[config.mk]
export PLATFORM = sky130hd
export DESIGN_NAME = cdc_hs_tx
export DESIGN_NICKNAME = d
export VERILOG_FILES = /design/src/rtl/cdc_hs_pkg.sv /design/src/rtl/cdc_hs_tx_ffchain.sv /design/src/rtl/cdc_hs_tx.sv
export SDC_FILE = /design/constraint.sdc
export NUM_CORES = 1
export LEC_CHECK = 0
export CAP_MARGIN = 10
export CORE_AREA = 2 2 39 41
export CTS_CLUSTER_DIAMETER = 80
export DETAILED_ROUTE_END_ITERATION = 8
export DIE_AREA = 0 0 41 43
export DONT_BUFFER_PORTS = 1
export GPL_ROUTABILITY_DRIVEN = 0
export PLACE_DENSITY = 0.67
export SKIP_CTS_REPAIR_TIMING = 1
export SYNTH_ARGS = -nofsm -noshare
export SYNTH_HDL_FRONTEND = slang
export SYNTH_SLANG_ARGS = --single-unit
[constraint.sdc]
create_clock -name clk_i -period 1.32 [get_ports clk_i]
set_input_delay 0.132 -clock clk_i [delete_from_list [all_inputs] [get_ports clk_i]]
set_output_delay 0.132 -clock clk_i [all_outputs]
set_load 0.02 [all_outputs]
[src/rtl/cdc_hs_pkg.sv]
// cdc_hs_pkg: handshake FSM states shared by the tx and rx sides
// of the four-phase req/ack crossing.
package cdc_hs_pkg;

    typedef enum logic [1:0] {
        IDLE,
        REQ,
        WAIT
    } hs_state_e;

endpackage

[src/rtl/cdc_hs_tx_ffchain.sv]
// FFchain: DEPTH-stage flop chain with enable, used as a
// multi-flop synchronizer; all stages clear on reset.
module FFchain #(
    parameter int WIDTH = 1,
    parameter int DEPTH = 2
) (
    input  logic             clk_i,
    input  logic             rst_ni,
    input  logic             ena_i,
    input  logic [WIDTH-1:0] d_i,
    output logic [WIDTH-1:0] q_o
);

    logic [WIDTH-1:0] stage [DEPTH];

    always_ff @(posedge clk_i) begin
        if (!rst_ni) begin
            for (int i = 0; i < DEPTH; i++) stage[i] <= '0;
        end else if (ena_i) begin
            stage[0] <= d_i;
            for (int i = 1; i < DEPTH; i++) stage[i] <= stage[i-1];
        end
    end

    assign q_o = stage[DEPTH-1];

endmodule

[src/rtl/cdc_hs_tx.sv]
// cdc_hs_tx: source side of a four-phase req/ack crossing.
// Optional per-phase timeout: define CDC_HS_TX_TIMEOUT_EN.
module cdc_hs_tx
    import cdc_hs_pkg::*;
#(
    parameter int WIDTH   = 8,
    parameter int DEPTH   = 2,
    parameter int TIMEOUT = 1024
) (
    input  logic             clk_i,
    input  logic             rst_ni,
    input  logic             valid_i,
    input  logic [WIDTH-1:0] data_i,
    output logic             ready_o,
    output logic             done_o,
    output logic             error_o,
    output logic             req_o,
    output logic [WIDTH-1:0] data_o,
    input  logic             ack_i
);

    localparam int WW = $clog2(DEPTH + 1);

    hs_state_e     state;
    logic          ack_s;
    logic [WW-1:0] warm;
    logic          expire;
    logic          drop;

    FFchain #(
        .WIDTH(1),
        .DEPTH(DEPTH)
    ) u_ack_sync (
        .clk_i (clk_i),
        .rst_ni(rst_ni),
        .ena_i (1'b1),
        .d_i   (ack_i),
        .q_o   (ack_s)
    );

    // A high ack seen during reset blocks acceptance until the chain
    // holds real samples, so a stale ack cannot look like idle.
    assign ready_o = rst_ni && (state == IDLE) && !ack_s
                  && (warm == '0);

    always_ff @(posedge clk_i) begin
        if (!rst_ni) begin
            state  <= IDLE;
            req_o  <= 1'b0;
            data_o <= '0;
            done_o <= 1'b0;
            warm   <= ack_i ? WW'(DEPTH) : '0;
        end else begin
            done_o <= 1'b0;
            if (warm != '0) warm <= warm - WW'(1);
            unique case (state)
                IDLE: begin
                    if (valid_i && ready_o) begin
                        data_o <= data_i;
                        req_o  <= 1'b1;
                        state  <= REQ;
                    end
                end
                REQ: begin
                    if (ack_s || expire) begin
                        req_o <= 1'b0;
                        state <= WAIT;
                    end
                end
                WAIT: begin
                    if (!ack_s) begin
                        state  <= IDLE;
                        done_o <= !drop;
                    end
                end
                default: state <= IDLE;
            endcase
        end
    end

`ifdef CDC_HS_TX_TIMEOUT_EN
    localparam int CW = $clog2(TIMEOUT + 1);
    localparam logic [CW-1:0] LAST = CW'(TIMEOUT - 1);
    localparam logic [CW-1:0] FULL = CW'(TIMEOUT);

    logic [CW-1:0] cnt;

    assign expire = (cnt == LAST);

    // Awaited ack transitions are checked first so they beat a
    // coincident expiry; the WAIT count saturates to pulse once.
    always_ff @(posedge clk_i) begin
        if (!rst_ni) begin
            cnt     <= '0;
            drop    <= 1'b0;
            error_o <= 1'b0;
        end else begin
            error_o <= 1'b0;
            unique case (state)
                IDLE: begin
                    cnt  <= '0;
                    drop <= 1'b0;
                end
                REQ: begin
                    if (ack_s) begin
                        cnt <= '0;
                    end else if (expire) begin
                        cnt     <= '0;
                        drop    <= 1'b1;
                        error_o <= 1'b1;
                    end else begin
                        cnt <= cnt + CW'(1);
                    end
                end
                WAIT: begin
                    if (!ack_s) begin
                        cnt <= '0;
                    end else begin
                        if (expire) error_o <= 1'b1;
                        if (cnt != FULL) cnt <= cnt + CW'(1);
                    end
                end
                default: cnt <= '0;
            endcase
        end
    end
`else
    logic unused_timeout;

    assign unused_timeout = ^TIMEOUT;
    assign expire         = 1'b0;
    assign drop           = 1'b0;
    assign error_o        = 1'b0;
`endif

endmodule
==> results of run 1 <==
## Yosys cell counts (2+ instances only)
| master | count |
|---|---|
| edfxtp_1 | 2 |
| and2_1 | 2 |
| and3b_1 | 2 |
| nand3_1 | 5 |
| nand2_1 | 12 |
| o21ai_1 | 5 |
| mux2i_1 | 4 |
| dfxtp_1 | 14 |
| buf_6 | 2 |
| inv_1 | 3 |
## state kept, by name, summed over array words and instances (netlist names)
| signal | cells |
|---|---|
| data_o | 8 |
| state | 2 |
| u_ack_sync.stage | 2 |
| warm | 2 |
| done_o | 1 |
| req_o | 1 |
## where the power goes
part | total, mW | internal, mW | switching (mW)
sequential | 0.659 | 0.573 | 0.0855
clock | 0.313 | 0.168 | 0.145
combinational | 0.274 | 0.152 | 0.121
## final timing paths
path / endpoint / slack (ns) / from
max: ready_o / 0.007 / warm[0]$_SDFFCE_PN0P_
min: data_o[7]$_SDFFE_PN0P_ / -0.004 / rst_ni
max reg2reg: req_o$_SDFFE_PN0P_ / 0.02 / warm[0]$_SDFFCE_PN0P_
min reg2reg: u_ack_sync.stage[0][1]$_SDFF_PN0_ / 0.44 / u_ack_sync.stage[0][0]$_SDFF_PN0_
## cells by family (layout without fill, tap and decap cells)
group,after synthesis,after routing
fa+ha+maj,1,1
simple gates,27,28
mux,4,4
flops,16,16
compound gates,7,7
other cells,1,1
buf+inv,8,22
xor+xnor,1,1
## metrics by stage
step | util (%) | hold slack, ns | std cells | TNS (ns)
after global routing | 59.6 | 0.00471 | 96 | -0.161
after floorplan | - | 0.259 | 65 | -0.0613
final | 59.6 | -0.00409 | 96 | 0
after global placement | 47.4 | 0.257 | 78 | 0
after detailed placement | 47.4 | 0.259 | 78 | 0
after CTS | 50.0 | -0.0430 | 82 | -0.0396
## worst max-delay path, cell delays in order (launching register included)
cell      delay (ns)
edfxtp_1        0.40
inv_1           0.08
ha_2            0.17
and3b_2         0.25
## cell type report
| type | instances | area share (%) |
|---|---|---|
| Multi-Input combinational cell | 42 | 33.8 |
| Timing Repair Buffer | 15 | 16.7 |
| Clock buffer | 4 | 4.40 |
| Sequential cell | 16 | 41.3 |
| Inverter | 3 | 1.37 |
| Tap cell | 16 | 2.43 |
## per-layer routing
layer	global-route usage, %	share of wire [%]	up-vias
li1	-	-	246
met1	16.5	42	227
met2	20.9	51	16
met5	0	0	-
met4	12.0	0.83	0
met3	4.71	5.9	2
==> results.ini, run 1 <==
[synth]
ys_ff_latch = 16
synth-xor-area-share_pct = 1.33
synth_fa_ha_area_share_pct = 1.90
synth-edff-count = 2
ys_dominant_reg_cell = dfxtp_1
yosysSeqAreaShare_pct = 51.8
netlist-cell-type-count = 24
yosys.area_share.simple_pct = 24.4
synth_compound_area_share_pct = 6.29
synth_cells = 65
syn_area_um2 = 657
syn_area_per_cell_um2 = 10.1
yosysTopAreaCellShare_pct = 42.7
synth_top_family_by_area = simple AND/OR/NAND/NOR gates
yosysWarnings = 0
synthMuxAreaShare_pct = 6.10
synthTopCellsByArea = dfxtp_1, edfxtp_1, nand2_1
synth.largest_area_cell = dfxtp_1
synth_nets = 78
async_flop_share_pct = 0

[cts]
cts.reportedPaths.clkPinSlew_ns = 0.09
clock-root-buffer = clkbuf_4
cts_buffers = 3
clkLatencyLatePin_ns = 0.28
cts_sinks = 16
cts_buffer_depth = 2
cts_tree = yes
cts_max_level = 1

[placement]
dp_hpwl_um = 725
place_ws_ns = 0.0386
place_area_um2 = 656
place.port_buffers = 0

[routing]
ant_nets = 0
route.detailed.drc = 0
wl_um = 1200
first_pass_iters = 4
avgRoutedWirePerCell_um = 12.5
vias = 491
vias_per_cell = 5.11
first_iter_violations = 1

[power]
p_per_area_nw_per_um2 = 1510
leakagePower_nw = 0.345
p_total_mw = 1.25
irDropWorstVdd_v = 0.000817

[run_status]
violations = negative hold slack
status = finished with violations

[floorplan]
core-area_um2 = 1380
die_w_um = 41
num_rows = 14
die_area_um2 = 1760
die_h_um = 43
io_pins = 24
initial_utilization_pct = 47.5

[timing]
finalCritPeriodShare_pct = 99.5
grt_setup_unrepaired = yes
finalMaxSlewViolations = 0
clock.fmax_mhz = 761
finalClockSkew_ns = 0.00201
hold_ws_ns = -0.00409
setup_violations = 0
setup_slack_ns = 0.00655
hold_violations = 1
final.min_clock_period_ns = 1.31

[layout]
n_antenna_cell = 0
layout.area.seq_um2 = 340
multi_input_area_um2 = 279
drive_gt1_share_pct = 20.0
final_cell_mix = dfxtp_1, nand2_1, dlygate4sd3_1
fillers = 121
nets = 94
final_area_um2 = 825
final_common_cell = dfxtp_1
syn_to_final_growth_pct = 25.5

[critical_path]
critPathLaunchType = flip-flop
r2r_cells = 5
crit_type = reg -> out
crit_arrival_ns = 1.18
crit_path_max_fanout = 3
critPathRequiredTime_ns = 1.19
end_kind = output port

[worst_hold_path]
whs_path_depth = 2
min_path_type = in -> reg

[grt]
antenna_found_initial = 0
grt_use_total_pct = 14.6
grt_pass1_vias = 406
overflow = 0
grt_pass1_wl_um = 1670
grt_max_degree = 21

[run]
drv_cap = 0

Note: power is estimated with default switching activity, not from simulation.
==> run 2: changes to the inputs <==
--- a/config.mk
+++ b/config.mk
@@ -5,11 +5,12 @@
 export SDC_FILE = /design/constraint.sdc
 export NUM_CORES = 1
 export LEC_CHECK = 0
+export ABC_CLOCK_PERIOD_IN_PS = 1320
 export CAP_MARGIN = 10
-export CORE_AREA = 2 2 39 41
+export CORE_AREA = 3 3 40 42
 export CTS_CLUSTER_DIAMETER = 80
 export DETAILED_ROUTE_END_ITERATION = 8
-export DIE_AREA = 0 0 41 43
+export DIE_AREA = 0 0 43 45
 export DONT_BUFFER_PORTS = 1
 export GPL_ROUTABILITY_DRIVEN = 0
 export PLACE_DENSITY = 0.67
==> run 2 against run 1 <==
The run ends with negative setup slack left. Die area rose by 9.8%. Non-clock buffer count rose by 2. Total power rose by 0.87%. Combinational power rose by 5%. Worst setup slack got worse by 0.032 ns. Count of clock-buffer cells in the layout did not move. Sequential share of layout area fell by 0.50 points. Critical path depth fell by 1. Global-route usage fell by 3.2 points. Critical path type unchanged. Largest cell class unchanged.
==> results.ini, run 2 (same netlist as run 1, synthesis figures left out) <==
[timing]
final.min_clock_period_ns = 1.35
relSlewSlack_pct = 66.1
clock.fmax_mhz = 743
tightest_slew_ns = 0.507
finalMaxSlewViolations = 0
setup_slack_ns = -0.0253
grt_setup_unrepaired = yes
hold_violations = 0
setup_violations = 3
fin_setup_tns_ns = -0.0354
finalClockSkew_ns = 0.00480
finalCritPeriodShare_pct = 102
hold_ws_ns = 0.0505

[layout]
n_antenna_cell = 0
drive_gt1_share_pct = 24.4
final_cell_mix = nand2_1, dfxtp_1, dlygate4sd3_1
final_area_um2 = 841
fillers = 106
top_register = data_o
syn_to_final_growth_pct = 28.0
largest_register_ffs = 8
nets = 96
utilization_pct = 65.4

[routing]
avgRoutedWirePerCell_um = 13.3
first_iter_violations = 3
vias = 497
vias_per_cell = 5.12
first_pass_iters = 3
wl_um = 1290
ant_nets = 0
route.detailed.drc = 0

[critical_path]
slowest_delay_ns = 0.35
critPathLaunchType = flip-flop
end_kind = output port
crit_arrival_ns = 1.21
cp_cell_sequence = nor3b_4 > and3b_2
r2r_setup_slack_ns = -0.01
critPathRequiredTime_ns = 1.19
r2r_start = warm[0]$_SDFFCE_PN0P_
crit_path_max_fanout = 5
r2r_cells = 5
timing.rr.end = req_o$_SDFFE_PN0P_
crit_type = reg -> out
cp_slowest_cell = dfxtp_2

[run]
drv_cap = 0

[run_status]
violations = negative setup slack
status = finished with violations

[floorplan]
initial_utilization_pct = 51.1
die_area_um2 = 1940
num_rows = 13
io_pins = 24
die_w_um = 43
die_h_um = 45
core-area_um2 = 1280

[cts]
cts_buffers = 3
cts_tree = yes
cts_max_level = 1
cts_buffer_depth = 2
cts_sinks = 16
clkLatencyLatePin_ns = 0.28
cts.reportedPaths.clkPinSlew_ns = 0.09
clock-root-buffer = clkbuf_4

[worst_hold_path]
whs_path_depth = 1
hold_end = warm[0]$_SDFFCE_PN0P_
worstHoldStart = rst_ni
min_path_type = in -> reg

[power]
p_per_area_nw_per_um2 = 1490
leakagePower_nw = 0.355
irDropWorstVdd_v = 0.000843

[placement]
place.port_buffers = 0
place_area_um2 = 654
dp_hpwl_um = 763
place_ws_ns = 0.0439

[grt]
antenna_found_initial = 0
overflow = 0
grt_pass1_wl_um = 1590
grt_use_total_pct = 11.4
grt_max_degree = 21
grt_pass1_vias = 366

run 2: cell types whose count changed in the layout (fill, tap and decap cells not counted), sizes merged:
| cell | previous run | this run |
|---|---|---|
| buf | 5 | 7 |
run 2: cell type report:
cell class	instances	area [µm²]	area share, %
Timing Repair Buffer	17	153	18.2
Clock buffer	4	36.3	4.32
Tap cell	15	18.8	2.23
Multi-Input combinational cell	42	279	33.2
Inverter	3	11.3	1.34
Sequential cell	16	343	40.8
run 2: critical path, delay by kind of cell, from the launching register on:
family	cells	cell delay [ns]
DFF	1	0.35
and+or+nand+nor	2	0.58
run 2: worst max-delay path by stage:
stage | cells past startpoint | startpoint | to
CTS | 2 | state[1]$_SDFFE_PN0P_ | ready_o
global placement | 5 | warm[0]$_SDFFCE_PN0P_ | data_o[7]$_SDFFE_PN0P_
global route | 5 | warm[0]$_SDFFCE_PN0P_ | data_o[6]$_SDFFE_PN0P_
detailed placement | 5 | warm[0]$_SDFFCE_PN0P_ | data_o[6]$_SDFFE_PN0P_
floorplan | 7 | warm[0]$_SDFFCE_PN0P_ | req_o$_SDFFE_PN0P_
finish | 2 | u_ack_sync.stage[0][1]$_SDFF_PN0_ | ready_o
run 2: through the flow:
stage	std cells	total power, mW
2_1_floorplan	65	0.845
3_3_place_gp	77	0.856
3_5_place_dp	77	0.865
4_1_cts	81	1.18
5_1_grt	97	1.33
6_report	97	1.26
run 2: per-layer routing:
metal  part of all wire (%)  routed length (µm)  vias to the layer above  GRT usage (%)
li1                       -                   -                      247              -
met1                     40                 523                      227           14.3
met2                     51                 656                       17           15.6
met3                    6.4                  83                        6           4.38
met4                    2.4                  31                        0           9.04
met5                      0                   0                        -              0
run 2: power by group:
part / internal [mW] / switching [mW] / total (mW)
combinational: 0.158 / 0.129 / 0.287
sequential: 0.573 / 0.0838 / 0.657
clock: 0.168 / 0.144 / 0.312
total: 0.899 / 0.357 / 1.26
